==> src/rtl/pic_params.sv <==
// pic_params: opcodes, STATUS bit indices and multiplier FSM states
// shared by the PIC ALU slice (MULWF is used only with PIC_ALU_MULT_EN).
package pic_params;

  localparam int ALU_INST_WIDTH = 5;

  localparam logic [ALU_INST_WIDTH-1:0] OP_NOP    = 5'd0;
  localparam logic [ALU_INST_WIDTH-1:0] OP_ADDWF  = 5'd1;
  localparam logic [ALU_INST_WIDTH-1:0] OP_ANDWF  = 5'd2;
  localparam logic [ALU_INST_WIDTH-1:0] OP_CLRF   = 5'd3;
  localparam logic [ALU_INST_WIDTH-1:0] OP_CLRW   = 5'd4;
  localparam logic [ALU_INST_WIDTH-1:0] OP_COMF   = 5'd5;
  localparam logic [ALU_INST_WIDTH-1:0] OP_DECF   = 5'd6;
  localparam logic [ALU_INST_WIDTH-1:0] OP_DECFSZ = 5'd7;
  localparam logic [ALU_INST_WIDTH-1:0] OP_INCF   = 5'd8;
  localparam logic [ALU_INST_WIDTH-1:0] OP_INCFSZ = 5'd9;
  localparam logic [ALU_INST_WIDTH-1:0] OP_IORWF  = 5'd10;
  localparam logic [ALU_INST_WIDTH-1:0] OP_MOVF   = 5'd11;
  localparam logic [ALU_INST_WIDTH-1:0] OP_MOVWF  = 5'd12;
  localparam logic [ALU_INST_WIDTH-1:0] OP_RLF    = 5'd13;
  localparam logic [ALU_INST_WIDTH-1:0] OP_RRF    = 5'd14;
  localparam logic [ALU_INST_WIDTH-1:0] OP_SUBWF  = 5'd15;
  localparam logic [ALU_INST_WIDTH-1:0] OP_SWAPF  = 5'd16;
  localparam logic [ALU_INST_WIDTH-1:0] OP_XORWF  = 5'd17;
  localparam logic [ALU_INST_WIDTH-1:0] OP_BCF    = 5'd18;
  localparam logic [ALU_INST_WIDTH-1:0] OP_BSF    = 5'd19;
  localparam logic [ALU_INST_WIDTH-1:0] OP_BTFSC  = 5'd20;
  localparam logic [ALU_INST_WIDTH-1:0] OP_BTFSS  = 5'd21;
  localparam logic [ALU_INST_WIDTH-1:0] OP_ANDLW  = 5'd22;
  localparam logic [ALU_INST_WIDTH-1:0] OP_IORLW  = 5'd23;
  localparam logic [ALU_INST_WIDTH-1:0] OP_MOVLW  = 5'd24;
  localparam logic [ALU_INST_WIDTH-1:0] OP_XORLW  = 5'd25;
  localparam logic [ALU_INST_WIDTH-1:0] OP_MULWF  = 5'd26;

  localparam int ST_C  = 0;
  localparam int ST_DC = 1;
  localparam int ST_Z  = 2;

  typedef enum logic [1:0] {
    MS_IDLE = 2'd0,
    MS_MUL  = 2'd1,
    MS_DONE = 2'd2
  } mul_state_t;

endpackage

==> src/rtl/pic_alu_gen2_if.sv <==
// pic_alu_gen2_if: issue / result bundle between decode and the ALU.
// master = decode/core side, slave = ALU side.
interface pic_alu_gen2_if
  import pic_params::*;
#(
  parameter int DWIDTH         = 8,
  parameter int L2_DWIDTH      = $clog2(DWIDTH),
  parameter int ALU_INST_WIDTH = pic_params::ALU_INST_WIDTH
);
  logic                      op_valid;
  logic                      op_ready;
  logic [ALU_INST_WIDTH-1:0] alu_instruction;
  logic [L2_DWIDTH-1:0]      bit_num;
  logic [DWIDTH-1:0]         literal_value;
  logic                      dest_bit;
  logic [DWIDTH-1:0]         freg_i;
  logic                      status_load;
  logic [2:0]                status_i;
  logic [DWIDTH-1:0]         freg_o;
  logic                      freg_wen;
  logic                      res_valid;
  logic                      skip;
  logic [DWIDTH-1:0]         w_o;
  logic                      status_carry;
  logic                      status_digit_carry;
  logic                      status_zero;
  logic [2*DWIDTH-1:0]       prod_o;

  modport master (
    output op_valid, alu_instruction, bit_num,
    output literal_value, dest_bit, freg_i,
    output status_load, status_i,
    input  op_ready, freg_o, freg_wen, res_valid,
    input  skip, w_o, status_carry,
    input  status_digit_carry, status_zero, prod_o
  );

  modport slave (
    input  op_valid, alu_instruction, bit_num,
    input  literal_value, dest_bit, freg_i,
    input  status_load, status_i,
    output op_ready, freg_o, freg_wen, res_valid,
    output skip, w_o, status_carry,
    output status_digit_carry, status_zero, prod_o
  );
endinterface

==> src/rtl/pic_alu_mul.sv <==
// pic_alu_mul: iterative unsigned shift-add multiplier, one partial
// product per cycle; o_done flags the cycle whose edge finishes it.
module pic_alu_mul #(
  parameter int DWIDTH = 8
) (
  input  logic                clk,
  input  logic                rst,
  input  logic                i_start,
  input  logic [DWIDTH-1:0]   i_a,
  input  logic [DWIDTH-1:0]   i_b,
  output logic                o_done,
  output logic [2*DWIDTH-1:0] o_prod
);
  localparam int CW = $clog2(DWIDTH + 1);

  logic [2*DWIDTH-1:0] r_acc;
  logic [2*DWIDTH-1:0] r_mcand;
  logic [DWIDTH-1:0]   r_mplier;
  logic [CW-1:0]       r_cnt;
  logic                r_busy;
  logic [2*DWIDTH-1:0] w_acc_n;

  assign w_acc_n = r_mplier[0] ? r_acc + r_mcand : r_acc;
  assign o_done  = r_busy && (r_cnt == CW'(1));
  assign o_prod  = w_acc_n;

  // load operands on start, then add/shift once per busy cycle
  always_ff @(posedge clk) begin
    if (rst) begin
      r_acc    <= '0;
      r_mcand  <= '0;
      r_mplier <= '0;
      r_cnt    <= '0;
      r_busy   <= 1'b0;
    end else if (i_start) begin
      r_acc    <= '0;
      r_mcand  <= {{DWIDTH{1'b0}}, i_a};
      r_mplier <= i_b;
      r_cnt    <= CW'(DWIDTH);
      r_busy   <= 1'b1;
    end else if (r_busy) begin
      r_acc    <= w_acc_n;
      r_mcand  <= r_mcand << 1;
      r_mplier <= r_mplier >> 1;
      r_cnt    <= r_cnt - CW'(1);
      if (r_cnt == CW'(1)) r_busy <= 1'b0;
    end
  end
endmodule

==> src/rtl/pic_alu_gen2.sv <==
// pic_alu_gen2: PIC-class ALU owning W and STATUS C/DC/Z, 1-cycle result.
// Define PIC_ALU_MULT_EN to enable MULWF via the pic_alu_mul FSM.
module pic_alu_gen2
  import pic_params::*;
#(
  parameter int DWIDTH         = 8,
  parameter int L2_DWIDTH      = $clog2(DWIDTH),
  parameter int ALU_INST_WIDTH = pic_params::ALU_INST_WIDTH
) (
  input logic           clk,
  input logic           rst,
  pic_alu_gen2_if.slave bus
);
  localparam int HW = DWIDTH / 2;

  logic [ALU_INST_WIDTH-1:0] w_op;
  logic [L2_DWIDTH-1:0]      w_bit;
  logic [DWIDTH-1:0]         w_f, w_lit, w_mask, w_res;
  logic [DWIDTH-1:0]         w_dec, w_inc;
  logic [DWIDTH:0]           w_add, w_sub;
  logic [4:0]                w_add_n, w_sub_n;
  logic w_acc, w_acc_alu, w_rdy, w_is_mul, w_mul_ret;
  logic w_dsel, w_to_w, w_to_f, w_skip, w_zr;
  logic w_c_we, w_dc_we, w_z_we, w_c, w_dc, w_z;

  logic [DWIDTH-1:0] r_w, r_freg;
  logic r_c, r_dc, r_z, r_wen, r_rv, r_skip;

  assign w_op    = bus.alu_instruction;
  assign w_bit   = bus.bit_num;
  assign w_f     = bus.freg_i;
  assign w_lit   = bus.literal_value;
  assign w_mask  = {{(DWIDTH-1){1'b0}}, 1'b1} << w_bit;
  assign w_dec   = w_f - DWIDTH'(1);
  assign w_inc   = w_f + DWIDTH'(1);
  assign w_add   = {1'b0, r_w} + {1'b0, w_f};
  assign w_sub   = {1'b0, w_f} + {1'b0, ~r_w} + (DWIDTH+1)'(1);
  assign w_add_n = {1'b0, r_w[3:0]} + {1'b0, w_f[3:0]};
  assign w_sub_n = {1'b0, w_f[3:0]} + {1'b0, ~r_w[3:0]} + 5'd1;
  assign w_zr    = (w_res == '0);
  assign w_acc     = bus.op_valid && w_rdy;
  assign w_acc_alu = w_acc && !w_is_mul;

  // decode: result, destination and which flags this opcode writes
  always_comb begin
    w_res = '0;
    w_dsel = 1'b0; w_to_w = 1'b0; w_to_f = 1'b0;
    w_skip = 1'b0; w_c = r_c; w_dc = r_dc; w_z = 1'b0;
    w_c_we = 1'b0; w_dc_we = 1'b0; w_z_we = 1'b0;
    unique case (1'b1)
      (w_op == OP_ADDWF): begin
        w_res = w_add[DWIDTH-1:0];
        w_c = w_add[DWIDTH]; w_dc = w_add_n[4];
        w_dsel = 1'b1; w_c_we = 1'b1;
        w_dc_we = 1'b1; w_z_we = 1'b1;
      end
      (w_op == OP_SUBWF): begin
        w_res = w_sub[DWIDTH-1:0];
        w_c = w_sub[DWIDTH]; w_dc = w_sub_n[4];
        w_dsel = 1'b1; w_c_we = 1'b1;
        w_dc_we = 1'b1; w_z_we = 1'b1;
      end
      (w_op == OP_ANDWF): begin
        w_res = r_w & w_f; w_dsel = 1'b1; w_z_we = 1'b1;
      end
      (w_op == OP_IORWF): begin
        w_res = r_w | w_f; w_dsel = 1'b1; w_z_we = 1'b1;
      end
      (w_op == OP_XORWF): begin
        w_res = r_w ^ w_f; w_dsel = 1'b1; w_z_we = 1'b1;
      end
      (w_op == OP_COMF): begin
        w_res = ~w_f; w_dsel = 1'b1; w_z_we = 1'b1;
      end
      (w_op == OP_DECF): begin
        w_res = w_dec; w_dsel = 1'b1; w_z_we = 1'b1;
      end
      (w_op == OP_INCF): begin
        w_res = w_inc; w_dsel = 1'b1; w_z_we = 1'b1;
      end
      (w_op == OP_MOVF): begin
        w_res = w_f; w_dsel = 1'b1; w_z_we = 1'b1;
      end
      (w_op == OP_DECFSZ): begin
        w_res = w_dec; w_dsel = 1'b1; w_skip = (w_dec == '0);
      end
      (w_op == OP_INCFSZ): begin
        w_res = w_inc; w_dsel = 1'b1; w_skip = (w_inc == '0);
      end
      (w_op == OP_RLF): begin
        w_res = {w_f[DWIDTH-2:0], r_c};
        w_c = w_f[DWIDTH-1]; w_c_we = 1'b1; w_dsel = 1'b1;
      end
      (w_op == OP_RRF): begin
        w_res = {r_c, w_f[DWIDTH-1:1]};
        w_c = w_f[0]; w_c_we = 1'b1; w_dsel = 1'b1;
      end
      (w_op == OP_SWAPF): begin
        w_res = {w_f[HW-1:0], w_f[DWIDTH-1:HW]}; w_dsel = 1'b1;
      end
      (w_op == OP_CLRF): begin
        w_to_f = 1'b1; w_z_we = 1'b1;
      end
      (w_op == OP_CLRW): begin
        w_to_w = 1'b1; w_z_we = 1'b1;
      end
      (w_op == OP_MOVWF): begin
        w_res = r_w; w_to_f = 1'b1;
      end
      (w_op == OP_BCF): begin
        w_res = w_f & ~w_mask; w_to_f = 1'b1;
      end
      (w_op == OP_BSF): begin
        w_res = w_f | w_mask; w_to_f = 1'b1;
      end
      (w_op == OP_BTFSC): w_skip = ~|(w_f & w_mask);
      (w_op == OP_BTFSS): w_skip = |(w_f & w_mask);
      (w_op == OP_ANDLW): begin
        w_res = r_w & w_lit; w_to_w = 1'b1; w_z_we = 1'b1;
      end
      (w_op == OP_IORLW): begin
        w_res = r_w | w_lit; w_to_w = 1'b1; w_z_we = 1'b1;
      end
      (w_op == OP_XORLW): begin
        w_res = r_w ^ w_lit; w_to_w = 1'b1; w_z_we = 1'b1;
      end
      (w_op == OP_MOVLW): begin
        w_res = w_lit; w_to_w = 1'b1;
      end
      default: ;
    endcase
    if (w_dsel) begin
      w_to_f = bus.dest_bit;
      w_to_w = !bus.dest_bit;
    end
    w_z = w_zr;
  end

  // architectural state, flags and single-cycle result pulses
  always_ff @(posedge clk) begin
    if (rst) begin
      r_w <= '0; r_freg <= '0;
      r_c <= 1'b0; r_dc <= 1'b0; r_z <= 1'b0;
      r_wen <= 1'b0; r_rv <= 1'b0; r_skip <= 1'b0;
    end else begin
      r_wen  <= w_acc_alu && w_to_f;
      r_rv   <= w_acc_alu || w_mul_ret;
      r_skip <= w_acc_alu && w_skip;
      if (w_acc_alu && w_to_w) r_w <= w_res;
      if (w_acc_alu && w_to_f) r_freg <= w_res;
      if (w_acc_alu && w_c_we) r_c <= w_c;
      else if (bus.status_load) r_c <= bus.status_i[ST_C];
      if (w_acc_alu && w_dc_we) r_dc <= w_dc;
      else if (bus.status_load) r_dc <= bus.status_i[ST_DC];
      if (w_acc_alu && w_z_we) r_z <= w_z;
      else if (bus.status_load) r_z <= bus.status_i[ST_Z];
    end
  end

`ifdef PIC_ALU_MULT_EN
  mul_state_t          r_ms, w_ms_n;
  logic                w_mul_start, w_mul_done;
  logic [2*DWIDTH-1:0] w_mul_prod, r_prod;

  assign w_is_mul  = (w_op == OP_MULWF);
  assign w_mul_ret = w_mul_done;

  // multiplier sequencing state
  always_ff @(posedge clk) begin
    if (rst) r_ms <= MS_IDLE;
    else     r_ms <= w_ms_n;
  end

  // next state, issue stall and multiplier start
  always_comb begin
    w_ms_n      = r_ms;
    w_rdy       = 1'b1;
    w_mul_start = 1'b0;
    unique case (r_ms)
      MS_IDLE, MS_DONE: begin
        w_ms_n = MS_IDLE;
        if (bus.op_valid && w_is_mul) begin
          w_mul_start = 1'b1;
          w_ms_n      = MS_MUL;
        end
      end
      MS_MUL: begin
        w_rdy = 1'b0;
        if (w_mul_done) w_ms_n = MS_DONE;
      end
      default: w_ms_n = MS_IDLE;
    endcase
  end

  // capture the finished product
  always_ff @(posedge clk) begin
    if (rst)             r_prod <= '0;
    else if (w_mul_done) r_prod <= w_mul_prod;
  end

  pic_alu_mul #(.DWIDTH(DWIDTH)) u_mul (
    .clk     (clk),
    .rst     (rst),
    .i_start (w_mul_start),
    .i_a     (r_w),
    .i_b     (w_f),
    .o_done  (w_mul_done),
    .o_prod  (w_mul_prod)
  );

  assign bus.prod_o = r_prod;
`else
  assign w_rdy      = 1'b1;
  assign w_is_mul   = 1'b0;
  assign w_mul_ret  = 1'b0;
  assign bus.prod_o = '0;
`endif

  assign bus.op_ready           = w_rdy;
  assign bus.freg_o             = r_freg;
  assign bus.freg_wen           = r_wen;
  assign bus.res_valid          = r_rv;
  assign bus.skip               = r_skip;
  assign bus.w_o                = r_w;
  assign bus.status_carry       = r_c;
  assign bus.status_digit_carry = r_dc;
  assign bus.status_zero        = r_z;
endmodule

==> src/flat_wrapper.sv <==
// flat-port wrapper written by rule: the top's interface ports become plain ports
module pic_alu_gen2_flat import pic_params::*;
#(
  parameter int DWIDTH         = 8,
  parameter int L2_DWIDTH      = $clog2(DWIDTH),
  parameter int ALU_INST_WIDTH = pic_params::ALU_INST_WIDTH
)
  (clk, rst, bus_op_valid, bus_alu_instruction, bus_bit_num, bus_literal_value, bus_dest_bit, bus_freg_i, bus_status_load, bus_status_i, bus_op_ready, bus_freg_o, bus_freg_wen, bus_res_valid, bus_skip, bus_w_o, bus_status_carry, bus_status_digit_carry, bus_status_zero, bus_prod_o);
  pic_alu_gen2_if #(.DWIDTH(DWIDTH), .L2_DWIDTH(L2_DWIDTH), .ALU_INST_WIDTH(ALU_INST_WIDTH)) bus_i ();
  input logic clk;
  input logic rst;
  input wire logic [$bits(bus_i.op_valid)-1:0] bus_op_valid;
  input wire logic [$bits(bus_i.alu_instruction)-1:0] bus_alu_instruction;
  input wire logic [$bits(bus_i.bit_num)-1:0] bus_bit_num;
  input wire logic [$bits(bus_i.literal_value)-1:0] bus_literal_value;
  input wire logic [$bits(bus_i.dest_bit)-1:0] bus_dest_bit;
  input wire logic [$bits(bus_i.freg_i)-1:0] bus_freg_i;
  input wire logic [$bits(bus_i.status_load)-1:0] bus_status_load;
  input wire logic [$bits(bus_i.status_i)-1:0] bus_status_i;
  output wire logic [$bits(bus_i.op_ready)-1:0] bus_op_ready;
  output wire logic [$bits(bus_i.freg_o)-1:0] bus_freg_o;
  output wire logic [$bits(bus_i.freg_wen)-1:0] bus_freg_wen;
  output wire logic [$bits(bus_i.res_valid)-1:0] bus_res_valid;
  output wire logic [$bits(bus_i.skip)-1:0] bus_skip;
  output wire logic [$bits(bus_i.w_o)-1:0] bus_w_o;
  output wire logic [$bits(bus_i.status_carry)-1:0] bus_status_carry;
  output wire logic [$bits(bus_i.status_digit_carry)-1:0] bus_status_digit_carry;
  output wire logic [$bits(bus_i.status_zero)-1:0] bus_status_zero;
  output wire logic [$bits(bus_i.prod_o)-1:0] bus_prod_o;
  assign bus_i.op_valid = bus_op_valid;
  assign bus_i.alu_instruction = bus_alu_instruction;
  assign bus_i.bit_num = bus_bit_num;
  assign bus_i.literal_value = bus_literal_value;
  assign bus_i.dest_bit = bus_dest_bit;
  assign bus_i.freg_i = bus_freg_i;
  assign bus_i.status_load = bus_status_load;
  assign bus_i.status_i = bus_status_i;
  assign bus_op_ready = bus_i.op_ready;
  assign bus_freg_o = bus_i.freg_o;
  assign bus_freg_wen = bus_i.freg_wen;
  assign bus_res_valid = bus_i.res_valid;
  assign bus_skip = bus_i.skip;
  assign bus_w_o = bus_i.w_o;
  assign bus_status_carry = bus_i.status_carry;
  assign bus_status_digit_carry = bus_i.status_digit_carry;
  assign bus_status_zero = bus_i.status_zero;
  assign bus_prod_o = bus_i.prod_o;
  pic_alu_gen2 #(.DWIDTH(DWIDTH), .L2_DWIDTH(L2_DWIDTH), .ALU_INST_WIDTH(ALU_INST_WIDTH)) u_core (.clk(clk), .rst(rst), .bus(bus_i));
endmodule
==> config.mk <==
export PLATFORM = sky130hd
export DESIGN_NAME = pic_alu_gen2_flat
export DESIGN_NICKNAME = d
export VERILOG_FILES = /design/src/rtl/pic_params.sv /design/src/rtl/pic_alu_gen2_if.sv /design/src/rtl/pic_alu_mul.sv /design/src/rtl/pic_alu_gen2.sv /design/src/flat_wrapper.sv
export SDC_FILE = /design/constraint.sdc
export NUM_CORES = 1
export LEC_CHECK = 0
export ABC_CLOCK_PERIOD_IN_PS = 3310
export CAP_MARGIN = 20
export CORE_ASPECT_RATIO = 1.4
export CORE_UTILIZATION = 30
export DETAILED_ROUTE_END_ITERATION = 7
export HOLD_SLACK_MARGIN = 0.05
export PLACE_DENSITY = 0.54
export SLEW_MARGIN = 10
export SYNTH_ARGS = -nofsm -noshare
export SYNTH_HDL_FRONTEND = slang
export SYNTH_HIERARCHICAL = 1
export SYNTH_SLANG_ARGS = --single-unit
==> constraint.sdc <==
create_clock -name clk -period 3.31 [get_ports clk]
set_input_delay 0.662 -clock clk [delete_from_list [all_inputs] [get_ports clk]]
set_output_delay 0.662 -clock clk [all_outputs]
set_load 0.01 [all_outputs]
## After elaboration in Yosys (flattened, before gate mapping)

Index checks and enable logic that the tools add are counted.

| word-level totals | value |
|---|---|
| flip-flop bits (word level) | 22 |
| output and inout port bits | 39 |
| word-level logic and storage cells | 100 |

| cells by class | value |
|---|---|
| add/sub/neg operators | 8 |
| equal/unequal tests | 27 |
| shift operators | 1 |
| mux-type cells | 18 |
| bitwise gates (word level) | 13 |
| reductions and logical operators | 25 |

Operators with widths:

| operator | count |
|---|---|
| $pmux 8 s19 | 1 |
| $eq 5x5->1 const B | 10 |
| $eq 5x4->1 const B | 8 |
| $and 8x8->8 | 4 |
| $reduce_or 14->1 | 2 |
| $logic_not 8->1 | 3 |
| $not 8->8 | 3 |
| $or 8x8->8 | 3 |
| $eq 5x3->1 const B | 4 |
| $add 8x8->9 | 2 |
| $xor 8x8->8 | 2 |
| $mux 1 | 14 |
| $add 4x4->5 | 2 |
| $eq 5x2->1 const B | 2 |
| $add 9x1->9 const B | 1 |
| $add 8x1->8 const B | 1 |
| $pmux 1 s4 | 2 |
| $reduce_or 4->1 | 2 |
| $reduce_or 8->1 | 1 |
| $shl 1x3->8 const A | 1 |
| $sub 8x1->8 const B | 1 |
| $logic_and 1x1->1 | 6 |
| $reduce_bool 2->1 | 3 |
| $reduce_or 2->1 | 3 |
| 9 further kinds | 11 |

## Logic depth before layout (Yosys ltp)

| logic depth | value |
|---|---|
| depth after elaboration | 6 |
| mapped depth | 12 |
| depth with buffers taken out | 11 |

## Worst setup path before layout

Ideal clock, no wire load.

| timing | value |
|---|---|
| path kind | input to register |
| start | input bus_freg_i[1] |
| end | register u_core.r_z (netlist: u_core/bus.status_zero) |
| library setup time | 0.096 ns |
| arrival time | 3.023 ns |
| required time | 3.214 ns |
| slack | 0.191 ns |
| stages on the path | 11 |
| path through | clkbuf_1 -> inv_1 -> fa_1 -> nor3_1 -> nor3_1 -> a221oi_1 -> a21oi_1 -> a221oi_2 -> nand4_1 -> or3b_1 -> o41ai_2 |

| on the way | value |
|---|---|
| cells in the longest elaborated chain, start to end | 5 |
| elaborated cells between the ends (all ways) | 14 |
| those cells by class | 5 x add/sub; 2 x mux; 6 x bitwise; 1 x reduce/logical |

Ends and longest elaborated chain:

| element | RTL line | source |
|---|---|---|
| start, declared | flat_wrapper.sv:17 | `input wire logic [$bits(bus_i.freg_i)-1:0] bus_freg_i;` |
| $add 8x8->9 | pic_alu_gen2.sv:37 | `assign w_sub = {1'b0, w_f} + {1'b0, ~r_w} + (DWIDTH+1)'(1);` |
| $add 9x1->9 | pic_alu_gen2.sv:37 |  |
| $pmux 8 s19 (*) | pic_alu_gen2.sv:50 | `unique case (1'b1)` |
| $logic_not 8->1 (*) | pic_alu_gen2.sv:40 | `assign w_zr = (w_res == '0);` |
| $mux 1 (*) | pic_alu_gen2.sv:155 | `if (w_acc_alu && w_z_we) r_z <= w_z;` |
| end signal, assigned | pic_alu_gen2.sv:155 |  |
| end signal, assigned | pic_alu_gen2.sv:156 | `else if (bus.status_load) r_z <= bus.status_i[ST_Z];` |
| end, declared | pic_alu_gen2.sv:27 | `logic r_c, r_dc, r_z, r_wen, r_rv, r_skip;` |

Mark *: on every way between the ends. The rest lies on a longest branch, timed or not.
A chain may end at the register's enable or synchronous reset.

## Worst setup path after layout

| timing | value |
|---|---|
| start | input bus_freg_i[0] |
| end | register u_core.r_z (netlist: u_core/bus.status_zero) |

Same word-level chain as after synthesis.

==> flow_results.xml <==
<?xml version="1.0" encoding="UTF-8"?>
<metrics>
  <group name="synthesis">
    <metric name="synth_seq_cells" unit="">22</metric>
    <metric name="synthesis.yosys.warnings" unit="">6</metric>
    <metric name="synthFlopType" unit="">dfxtp_1</metric>
    <metric name="yosys-top-cells-count" unit="">nor2_1 (43), nand2_1 (41), o21ai_0 (29)</metric>
    <metric name="post-synth-top-count-cell" unit="">nor2_1</metric>
    <metric name="post_synth.cell_area_avg" unit="µm²">7.17</metric>
    <metric name="synth.area.top_cells" unit="">dfxtp_1 (11%), ha_1 (6.9%), mux2i_1 (6.0%), buf_4 (4.3%), nor2_1 (4.2%)</metric>
    <metric name="synth-edff-count" unit="">0</metric>
    <metric name="synth_seq_area_share" unit="%">11.5</metric>
    <metric name="number_of_cells_produced_by_synthesis" unit="">535</metric>
    <metric name="synth_top_area_share" unit="%">11.5</metric>
    <metric name="synth.largest_area_cell" unit="">dfxtp_1</metric>
    <metric name="post_synth_instance_area" unit="mm²">0.00383</metric>
    <metric name="synth.distinct_cells" unit="">76</metric>
    <metric name="async_flop_share" unit="%">0</metric>
  </group>
  <group name="critical_path">
    <metric name="critPathCaptureType" unit="">flop</metric>
    <metric name="worstSetupStartpointType" unit="">primary input</metric>
    <metric name="critical_path_required_time" unit="ns">3.48</metric>
    <metric name="criticalPathCategory" unit="">in2reg</metric>
    <metric name="worst-path-max-fanout" unit="">16</metric>
    <metric name="r2r_cells" unit="">10</metric>
    <metric name="critical_path_arrival" unit="ns">3.45</metric>
  </group>
  <group name="sta">
    <metric name="setup_viol" unit="">0</metric>
    <metric name="max_freq" unit="MHz">305</metric>
    <metric name="worst_setup_margin" unit="ns">0.0269</metric>
    <metric name="final_report_max_slew_violation_count" unit="">0</metric>
    <metric name="layout_min_cycle_time" unit="ns">3.28</metric>
    <metric name="hold_vio_cnt_final" unit="">0</metric>
    <metric name="worstMarginPinSlew" unit="ns">0.724</metric>
    <metric name="clock_skew" unit="ns">0.00234</metric>
    <metric name="layout_worst_path_cycle_share" unit="%">99.2</metric>
    <metric name="unrepaired_setup_endpoints_after_global_routing" unit="">yes</metric>
    <metric name="whs" unit="ns">0.502</metric>
    <metric name="timing.max_slew.rel_slack" unit="%">51.6</metric>
  </group>
  <group name="global_routing">
    <metric name="first_pass_grt_wire_length" unit="µm">27300</metric>
    <metric name="number_of_antenna_violations_at_the_first_check_in_global_routing" unit="">0</metric>
    <metric name="track_usage" unit="%">26.6</metric>
    <metric name="global_route.overflow_total" unit="">0</metric>
    <metric name="grt_max_degree" unit="">23</metric>
    <metric name="grt_pass1_vias" unit="">4857</metric>
  </group>
  <group name="placement">
    <metric name="detailed_place_hpwl" unit="µm">14400</metric>
    <metric name="finalWeightedCongestion" unit="">0.993</metric>
    <metric name="placed_cells_incl_taps" unit="">814</metric>
    <metric name="port_buffers" unit="">53</metric>
    <metric name="place_area" unit="mm²">0.00522</metric>
    <metric name="pre_cts_ws" unit="ns">-0.231</metric>
  </group>
  <group name="finish">
    <metric name="regArea" unit="µm²">440</metric>
    <metric name="total_number_of_nets_in_the_final_design" unit="">725</metric>
    <metric name="final_design_area_no_fill" unit="mm²">0.00535</metric>
    <metric name="multi_input_area" unit="mm²">0.00307</metric>
    <metric name="drive_above_1_share" unit="%">23.2</metric>
    <metric name="layoutNonFillerInstCount" unit="">819</metric>
    <metric name="num-fill-cells" unit="">1308</metric>
    <metric name="insertedDiodeCount" unit="">0</metric>
    <metric name="area_growth_syn_to_fin" unit="%">39.5</metric>
  </group>
  <group name="worst_hold_path">
    <metric name="min_path_type" unit="">reg2reg</metric>
    <metric name="holdPathStages" unit="">2</metric>
  </group>
  <group name="floorplan">
    <metric name="initial_core_util" unit="%">31.0</metric>
    <metric name="floorplan.rows" unit="">48</metric>
    <metric name="die_width" unit="µm">97.5</metric>
    <metric name="die_h" unit="µm">136</metric>
    <metric name="io_pins" unit="">71</metric>
    <metric name="die_area" unit="mm²">0.0132</metric>
    <metric name="core-area" unit="mm²">0.0124</metric>
  </group>
  <group name="power_and_ir_drop">
    <metric name="power_switching_share" unit="%">39.4</metric>
    <metric name="seq_power_share" unit="%">22.8</metric>
    <metric name="worst_ir_drop_vdd" unit="V">0.000227</metric>
    <metric name="power.density" unit="mW/mm²">246</metric>
    <metric name="net-switching-power" unit="W">0.000518</metric>
    <metric name="clockPowerShare" unit="%">22.4</metric>
    <metric name="internal_power" unit="W">0.000798</metric>
    <metric name="combinational_power_share" unit="%">54.8</metric>
    <metric name="leakage" unit="nW">2.18</metric>
  </group>
  <group name="routing">
    <metric name="first_iter_violations" unit="">301</metric>
    <metric name="viasPerCell" unit="">5.88</metric>
    <metric name="antenna_left" unit="">0</metric>
    <metric name="remaining_drc_errors" unit="">0</metric>
    <metric name="routed_wirelength" unit="µm">17900</metric>
    <metric name="detailedRoute.firstPassIterationCount" unit="">5</metric>
    <metric name="post_drt_wl_per_cell" unit="µm">21.8</metric>
    <metric name="dr_total_vias" unit="">4817</metric>
  </group>
  <group name="clocking">
    <metric name="cts-root-to-sink-buffers" unit="">2</metric>
    <metric name="clkSlewWorstSetupHoldPaths" unit="ns">0.06</metric>
    <metric name="clock_tree_from_tritoncts" unit="">built</metric>
    <metric name="clkLatencyLatePin" unit="ns">0.26</metric>
    <metric name="clock_sinks" unit="">22</metric>
    <metric name="ctsHtreeMaxLevel" unit="">1</metric>
    <metric name="number_of_clock_buffers_inserted_by_tritoncts" unit="">3</metric>
    <metric name="clk_root_buffer_cell" unit="">clkbuf_16</metric>
  </group>
  <group name="job">
    <metric name="cap_viol_max_count" unit="">0</metric>
  </group>
  <group name="run_status">
    <metric name="outcome" unit="">finished, final reports clean</metric>
  </group>
</metrics>
[worst paths after layout]
check / start / end / slack (ns)
worst min-delay path: u_core/bus.freg_o[1] / u_core/bus.freg_o[1] / 0.50
worst max register to register: u_core/bus.w_o[3] / u_core/bus.status_zero / 0.55
worst min register to register: u_core/bus.freg_o[1] / u_core/bus.freg_o[1] / 0.50
worst max-delay path: bus_freg_i[0] / u_core/bus.status_zero / 0.03
[timing repair]
action,CTS,global route
resized for setup,0,8
setup buffers,0,1
hold buffers,0,0
endpoints found under the setup margin,0,12
[cell families after synthesis]
kind of cell | after synthesis | synth area share [%]
simple gates | 202 | 28.3
compound gates | 164 | 30.3
buf+inv | 78 | 10.6
mux | 29 | 7.77
fa+ha+maj | 23 | 7.90
flops | 22 | 11.5
xor+xnor | 15 | 3.43
other cells | 2 | 0.196
[area by class of cell]
type / count / area share, %
Multi-Input combinational cell: 450 / 57.4
Timing Repair Buffer: 173 / 27.7
Sequential cell: 22 / 8.24
Tap cell: 150 / 3.51
Clock buffer: 4 / 1.66
Inverter: 20 / 1.40
[critical path, stage by stage]
cell and delay, ns:
clkdlybuf4s50_1 0.46, buf_4 0.24, nor3_2 0.23, nor3b_4 0.32
o221ai_1 0.20, a2111oi_2 0.46, and4_1 0.29, or3b_1 0.38
o41ai_2 0.21
[stage by stage]
stage | util [%] | power, W | setup TNS, ns
floorplan | - | 0.000679 | 0
global placement | 42.2 | 0.00101 | -0.345
detailed placement | 42.2 | 0.00101 | -0.641
CTS | 42.9 | 0.00130 | 0
global route | 43.2 | 0.00139 | -0.0370
finish | 43.2 | 0.00132 | 0
[placed cells by master (no fill, tap or decap), drive strengths merged, types with 20 or more instances in the layout]
master	netlist	layout
inv	20	20
a21oi	24	24
nor3	21	21
o21ai	32	32
buf	40	120
ha	21	21
dfxtp	22	22
nor2	46	46
nand2	42	42
clkdlybuf4s50	0	52
mux2i	23	23
[routing by layer]
metal	share of wire (%)	vias to the layer above	global-route usage [%]	wire (µm)
met4	7.0	0	16.0	1250
met3	5.2	68	3.30	921
met2	48	227	46.7	8610
li1	-	2239	-	-
met5	0	-	0	0
met1	40	2283	30.8	7090
[sequential cells by signal, indices dropped and copies added, names as in the netlist]
| name | count |
|---|---|
| u_core/bus.skip | 1 |
| u_core/bus.freg_o | 8 |
| u_core/bus.status_carry | 1 |
| u_core/bus.status_zero | 1 |
| u_core/bus.w_o | 8 |
| u_core/bus.res_valid | 1 |
| u_core/bus.status_digit_carry | 1 |
| u_core/bus.freg_wen | 1 |
[power by group through the flow]
stage                     registers, W  clock network, W  logic [W]
final                         0.000301          0.000294   0.000721
after global routing          0.000302          0.000313   0.000775
after CTS                     0.000301          0.000297   0.000706
after detailed placement      0.000307                 0   0.000702
after global placement        0.000307                 0   0.000701
after floorplan               0.000319                 0   0.000360
No activity file was read; power rests on OpenSTA's default activity.
